### config.mk
export PLATFORM = sky130hd
export DESIGN_NAME = ltc2324_16_emu
export DESIGN_NICKNAME = d
export VERILOG_FILES = /design/src/rtl/ltc2324_16_emu.sv
export SDC_FILE = /design/constraint.sdc
export NUM_CORES = 1
export LEC_CHECK = 0
export CAP_MARGIN = 20
export CORE_MARGIN = 2
export CORE_UTILIZATION = 25
export CTS_BUF_LIST = sky130_fd_sc_hd__clkbuf_16
export CTS_CLUSTER_DIAMETER = 60
export DETAILED_ROUTE_END_ITERATION = 10
export PLACE_DENSITY = 0.51
export REMOVE_ABC_BUFFERS = 1
export SLEW_MARGIN = 20
export SYNTH_ARGS = -nofsm -noshare
export SYNTH_HDL_FRONTEND = slang
export SYNTH_SLANG_ARGS = --single-unit
### constraint.sdc
create_clock -name clk -period 2.3 [get_ports clk]
set_input_delay 0.575 -clock clk [delete_from_list [all_inputs] [get_ports clk]]
set_output_delay 0.575 -clock clk [all_outputs]
set_load 0.05 [all_outputs]
### src/rtl/ltc2324_16_emu.sv
// Device-side emulator of the LTC2324-16 quad-channel serial ADC interface.
// Define LTC2324_EMU_PATTERN_EN to replace the repeat-last-word underrun fallback with a ramp generator.
module ltc2324_16_emu #(
    parameter int CONV_CYCLES = 24
) (
    input  logic        clk,
    input  logic        rst_n,
    input  logic        CNV,
    input  logic        SCK,
    output logic        CLKOUT,
    output logic        SDO1,
    output logic        SDO2,
    output logic        SDO3,
    output logic        SDO4,
    input  logic [63:0] s_data,
    input  logic        s_valid,
    output logic        s_ready,
    output logic        busy,
    output logic [15:0] frame_cnt,
    output logic        err_underrun,
    output logic        err_sck_early,
    output logic        err_abort,
    input  logic        clr_err
);

    typedef enum logic [1:0] {S_IDLE, S_CONV, S_READY, S_SHIFT} state_t;

    localparam logic [7:0] CONV_LOAD = 8'(CONV_CYCLES - 1);

    state_t      state_reg, state_next;
    logic [7:0]  conv_cnt_reg, conv_cnt_next;
    logic [4:0]  bit_cnt_reg, bit_cnt_next;
    logic [2:0]  cnv_sync_reg, sck_sync_reg;
    logic        cnv_rise_reg, sck_fall_reg;
    logic [63:0] hold_reg;
    logic        hold_full_reg;
    logic [15:0] frame_cnt_reg;
    logic        err_underrun_reg, err_sck_early_reg, err_abort_reg;
    logic [63:0] fallback_word, load_word;
    logic        cnv_fire, hold_load, shift_en, frame_done, sdo_en, busy_int;
    logic        underrun_set, abort_set, sck_early_set;
    logic [3:0]  sdo_vec;

    // Index 0 = s1, 1 = s2, 2 = s3 (history). Edge pulses are registered once more.
    always_ff @(posedge clk or negedge rst_n) begin
        if (!rst_n) begin
            cnv_sync_reg <= '0;
            sck_sync_reg <= '0;
            cnv_rise_reg <= 1'b0;
            sck_fall_reg <= 1'b0;
        end else begin
            cnv_sync_reg <= {cnv_sync_reg[1:0], CNV};
            sck_sync_reg <= {sck_sync_reg[1:0], SCK};
            cnv_rise_reg <= cnv_sync_reg[1] & ~cnv_sync_reg[2];
            sck_fall_reg <= ~sck_sync_reg[1] & sck_sync_reg[2];
        end
    end

    assign cnv_fire  = cnv_rise_reg;
    assign CLKOUT    = sck_sync_reg[2];
    assign s_ready   = ~hold_full_reg | cnv_fire;
    assign hold_load = s_valid & s_ready;
    assign load_word = hold_full_reg ? hold_reg : fallback_word;

    // A CNV edge consumes the old contents while a same-cycle handshake refills the register.
    always_ff @(posedge clk or negedge rst_n) begin
        if (!rst_n) begin
            hold_reg      <= '0;
            hold_full_reg <= 1'b0;
        end else begin
            if (hold_load) begin
                hold_reg      <= s_data;
                hold_full_reg <= 1'b1;
            end else if (cnv_fire) begin
                hold_full_reg <= 1'b0;
            end
        end
    end

`ifdef LTC2324_EMU_PATTERN_EN
    logic [15:0] pat_reg;

    always_ff @(posedge clk or negedge rst_n) begin
        if (!rst_n)
            pat_reg <= '0;
        else if (cnv_fire && !hold_full_reg)
            pat_reg <= pat_reg + 16'd1;
    end

    assign fallback_word = {pat_reg, pat_reg + 16'h1000, pat_reg + 16'h2000, pat_reg + 16'h3000};
`else
    logic [63:0] last_word_reg;

    always_ff @(posedge clk or negedge rst_n) begin
        if (!rst_n)
            last_word_reg <= '0;
        else if (cnv_fire)
            last_word_reg <= load_word;
    end

    assign fallback_word = last_word_reg;
`endif

    generate
        for (genvar gi = 0; gi < 4; gi++) begin : g_ch
            logic [15:0] sr_reg;

            always_ff @(posedge clk or negedge rst_n) begin
                if (!rst_n)
                    sr_reg <= '0;
                else if (cnv_fire)
                    sr_reg <= load_word[63 - 16*gi -: 16];
                else if (shift_en)
                    sr_reg <= {sr_reg[14:0], 1'b0};
            end

            assign sdo_vec[gi] = sdo_en & sr_reg[15];
        end
    endgenerate

    assign SDO1 = sdo_vec[0];
    assign SDO2 = sdo_vec[1];
    assign SDO3 = sdo_vec[2];
    assign SDO4 = sdo_vec[3];

    always_ff @(posedge clk or negedge rst_n) begin
        if (!rst_n) begin
            state_reg    <= S_IDLE;
            conv_cnt_reg <= '0;
            bit_cnt_reg  <= '0;
        end else begin
            state_reg    <= state_next;
            conv_cnt_reg <= conv_cnt_next;
            bit_cnt_reg  <= bit_cnt_next;
        end
    end

    always_comb begin
        state_next    = state_reg;
        conv_cnt_next = conv_cnt_reg;
        bit_cnt_next  = bit_cnt_reg;
        shift_en      = 1'b0;
        frame_done    = 1'b0;
        busy_int      = (state_reg == S_CONV);
        sdo_en        = (state_reg == S_READY) || (state_reg == S_SHIFT);
        // A CNV edge restarts the conversion from any state; an open frame is dropped.
        if (cnv_fire) begin
            state_next    = S_CONV;
            conv_cnt_next = CONV_LOAD;
            bit_cnt_next  = '0;
        end else begin
            case (state_reg)
                S_CONV: begin
                    if (conv_cnt_reg == 8'd0)
                        state_next = S_READY;
                    else
                        conv_cnt_next = conv_cnt_reg - 8'd1;
                end
                S_READY, S_SHIFT: begin
                    if (sck_fall_reg) begin
                        shift_en     = 1'b1;
                        bit_cnt_next = bit_cnt_reg + 5'd1;
                        if (bit_cnt_reg == 5'd15) begin
                            state_next = S_IDLE;
                            frame_done = 1'b1;
                        end else begin
                            state_next = S_SHIFT;
                        end
                    end
                end
                default: ;
            endcase
        end
    end

    assign busy          = busy_int;
    assign underrun_set  = cnv_fire & ~hold_full_reg;
    assign abort_set     = cnv_fire & (state_reg != S_IDLE);
    assign sck_early_set = sck_fall_reg & (state_reg == S_CONV);

    always_ff @(posedge clk or negedge rst_n) begin
        if (!rst_n) begin
            frame_cnt_reg     <= '0;
            err_underrun_reg  <= 1'b0;
            err_sck_early_reg <= 1'b0;
            err_abort_reg     <= 1'b0;
        end else begin
            if (frame_done)
                frame_cnt_reg <= frame_cnt_reg + 16'd1;
            if (underrun_set)
                err_underrun_reg <= 1'b1;
            else if (clr_err)
                err_underrun_reg <= 1'b0;
            if (sck_early_set)
                err_sck_early_reg <= 1'b1;
            else if (clr_err)
                err_sck_early_reg <= 1'b0;
            if (abort_set)
                err_abort_reg <= 1'b1;
            else if (clr_err)
                err_abort_reg <= 1'b0;
        end
    end

    assign frame_cnt     = frame_cnt_reg;
    assign err_underrun  = err_underrun_reg;
    assign err_sck_early = err_sck_early_reg;
    assign err_abort     = err_abort_reg;

endmodule
==> results.sh <==
export IMPL_pin_count=96
export IMPL_antenna_found_initial=0
export IMPL_grt_max_degree=74
export IMPL_start_util_pct=25.5
export IMPL_synthesis_area_mm2=0.0102
export IMPL_slowest_stage="clkdlybuf4s50_1"
export IMPL_r2r_slack_ns=0.33
export IMPL_cpPeakStageDelay_ns=0.80
export IMPL_regToRegStartpoint="bit_cnt_reg[0]"
export IMPL_clock_sinks=235
export IMPL_hold_class="primary input to asynchronous set/reset pin"
export IMPL_p_leak_uw=0.00597
export IMPL_gp_congestion=0.729
export IMPL_place_inst=1445
export IMPL_cp_data_required_time_ns=1.73
export IMPL_max_freq_mhz=447
export IMPL_period_needed_ns=2.24
export IMPL_htreeDepth=1
export IMPL_synthToLayoutAreaGrowth_pct=24.3
export IMPL_synth_most_common_cell="dfrtp_1"
export IMPL_crit_fanout=2
export IMPL_via_count=6590
export IMPL_ys_flop_type="dfrtp_1"
export IMPL_via_per_inst=4.42
export IMPL_r2r_end="frame_cnt[7]"
export IMPL_grt_pass1_vias=6718
export IMPL_drtPass1Iterations=4
export IMPL_grt_setup_unrepaired="false"
export IMPL_core_area_mm2=0.0400
export IMPL_syn_area_per_cell_um2=11.9
export IMPL_crit_arrival_ns=1.66
export IMPL_r2r_cells=7
export IMPL_track_usage_pct=10.8
export IMPL_status="finished with violations"
export IMPL_cts_buffers=26
export IMPL_skew_ns=0.0161
export IMPL_ys_types=37
export IMPL_maxSlewViolCount=0
export IMPL_dpl_cell_area_mm2=0.0119
export IMPL_nNetsFinal=1023
export IMPL_cap_violations=0
export IMPL_synth_area_leaders="dfrtp_1 58%, mux2_2 14%, mux2i_1 6.3%"
export IMPL_power_density_mw_per_mm2=979
export IMPL_clock_latency_ns=0.54
export IMPL_cts_root_buf="clkbuf_16"
export IMPL_cts_hold_buf=0
export IMPL_yosys_warnings=0
export IMPL_holdWs_ns=-0.00632
export IMPL_violations="negative hold slack"
export IMPL_ys_ff_latch=235
export IMPL_worstMarginPinSlew_ns=0.718
export IMPL_final_util_pct=31.7
export IMPL_finalInstanceArea_mm2=0.0127
export IMPL_wl_per_cell_um=15.0
export IMPL_crit_path_end_kind="primary output"
export IMPL_ant_nets=0
export IMPL_drt_iter0_drc=283
export IMPL_startpoint_type="flop"
export IMPL_slew_limit_headroom_pct=52.1
export IMPL_ys_seq_area_share_pct=57.7
export IMPL_crit_path_cell_trace="clkdlybuf4s50_1"
export IMPL_post_route_period_util_pct=97.2
export IMPL_synth_top_cell_by_area="dfrtp_1"
export IMPL_hold_viol=9
export IMPL_fin_cells=1491
export IMPL_ir_drop_mv=0.377
export IMPL_placementRows=73
export IMPL_synth_edff_count=0
export IMPL_drc=0
export IMPL_crit_family="buffers and inverters"
export IMPL_cp_buffers_inverters=1
export IMPL_grt_pass1_wl_um=36700
export IMPL_hpwl_um=13900
export IMPL_async_flop_share_pct=100
export IMPL_io_buffers=95
export IMPL_path_clk_slew_ns=0.06
export IMPL_overflow=0
export IMPL_yosysTopAreaCellShare_pct=57.7
export IMPL_clock_path_buffers=3
export IMPL_dieArea_mm2=0.0424
export IMPL_drt_total_wl_um=22300
export IMPL_drive_gt1_share_pct=21.5
export IMPL_synth_commonest_cells="235 x dfrtp_1, 141 x nand2_1, 129 x mux2_2, 64 x and3_1, 64 x mux2i_1"
export IMPL_cts_tree="done"
export IMPL_setup_viol=0
export IMPL_die_h_um=206
export IMPL_dieWidth_um=206
export IMPL_cts_setup_buffers=0
export IMPL_path_class="flop to primary output"
export IMPL_synthCells=858
-- kinds of logic after synthesis --
| group | synth area share (%) |
|---|---|
| buf+inv | 2.65 |
| xor+xnor | 1.98 |
| compound gates | 4.57 |
| fa+ha+maj | 0.614 |
| flops | 57.7 |
| simple gates | 12.0 |
| mux | 20.5 |
-- through the flow --
stage | TNS, ns | setup slack [ns] | power (uW)
2_1_floorplan | -421.79 | -3.20 | 7720
3_5_place_dp | 0 | 0.319 | 8680
3_3_place_gp | 0 | 0.332 | 8590
6_report | 0 | 0.0648 | 12400
4_1_cts | 0 | 0.0124 | 12600
5_1_grt | 0 | 0.00673 | 13200
-- report_power, final --
part	total, uW	switching, uW	internal (uW)
Combinational	2710	1270	1440
Sequential	5830	614	5220
Clock	3860	1640	2220
-- worst max path at each step --
stage	cells after the start	from	to	slack (ns)
final	1	sck_sync_reg[2]	CLKOUT	0.06
after global routing	1	sck_sync_reg[2]	CLKOUT	0.007
after CTS	1	err_abort	err_abort	0.01
after detailed placement	7	bit_cnt_reg[0]	frame_cnt[7]	0.32
after global placement	7	bit_cnt_reg[0]	frame_cnt[7]	0.33
after floorplan	3	hold_full_reg	hold_reg[0]	-3.20
-- layout make-up --
| type | instances | area, um2 |
|---|---|---|
| diodes | 1 | 2.50 |
| clock buffers | 27 | 676 |
| clock inverters | 18 | 109 |
| fillers | 4121 | 27300 |
| inverters | 8 | 30.0 |
| multi-input cells | 560 | 4060 |
| flip-flops and latches | 235 | 5890 |
| well taps | 525 | 657 |
| repair buffers | 117 | 1240 |
-- repair_timing --
item | CTS | global route
resized for setup | 16 | 3
endpoints found under the setup margin | 16 | 3
cloned | 0 | 0
-- layer usage --
layer,global-route usage [%],wire length [um],vias up
met4,2.09,363,0
met5,0,0,-
met2,17.5,10200,109
met1,14.9,10800,3283
met3,2.29,999,28
li1,-,-,3170
-- cell usage in the layout (no fill, tap or decap), types with 16 or more instances in the layout --
master and count:
dlygate4sd2_1 16, clkdlybuf4s50_1 69, nand2_1 138, clkbuf_16 27, mux2_2 129, dfrtp_1 233
mux2i_1 64, a21oi_1 63, buf_4 16, nor2_1 19, and3_1 64
Note: power is estimated with default switching activity, not from simulation.
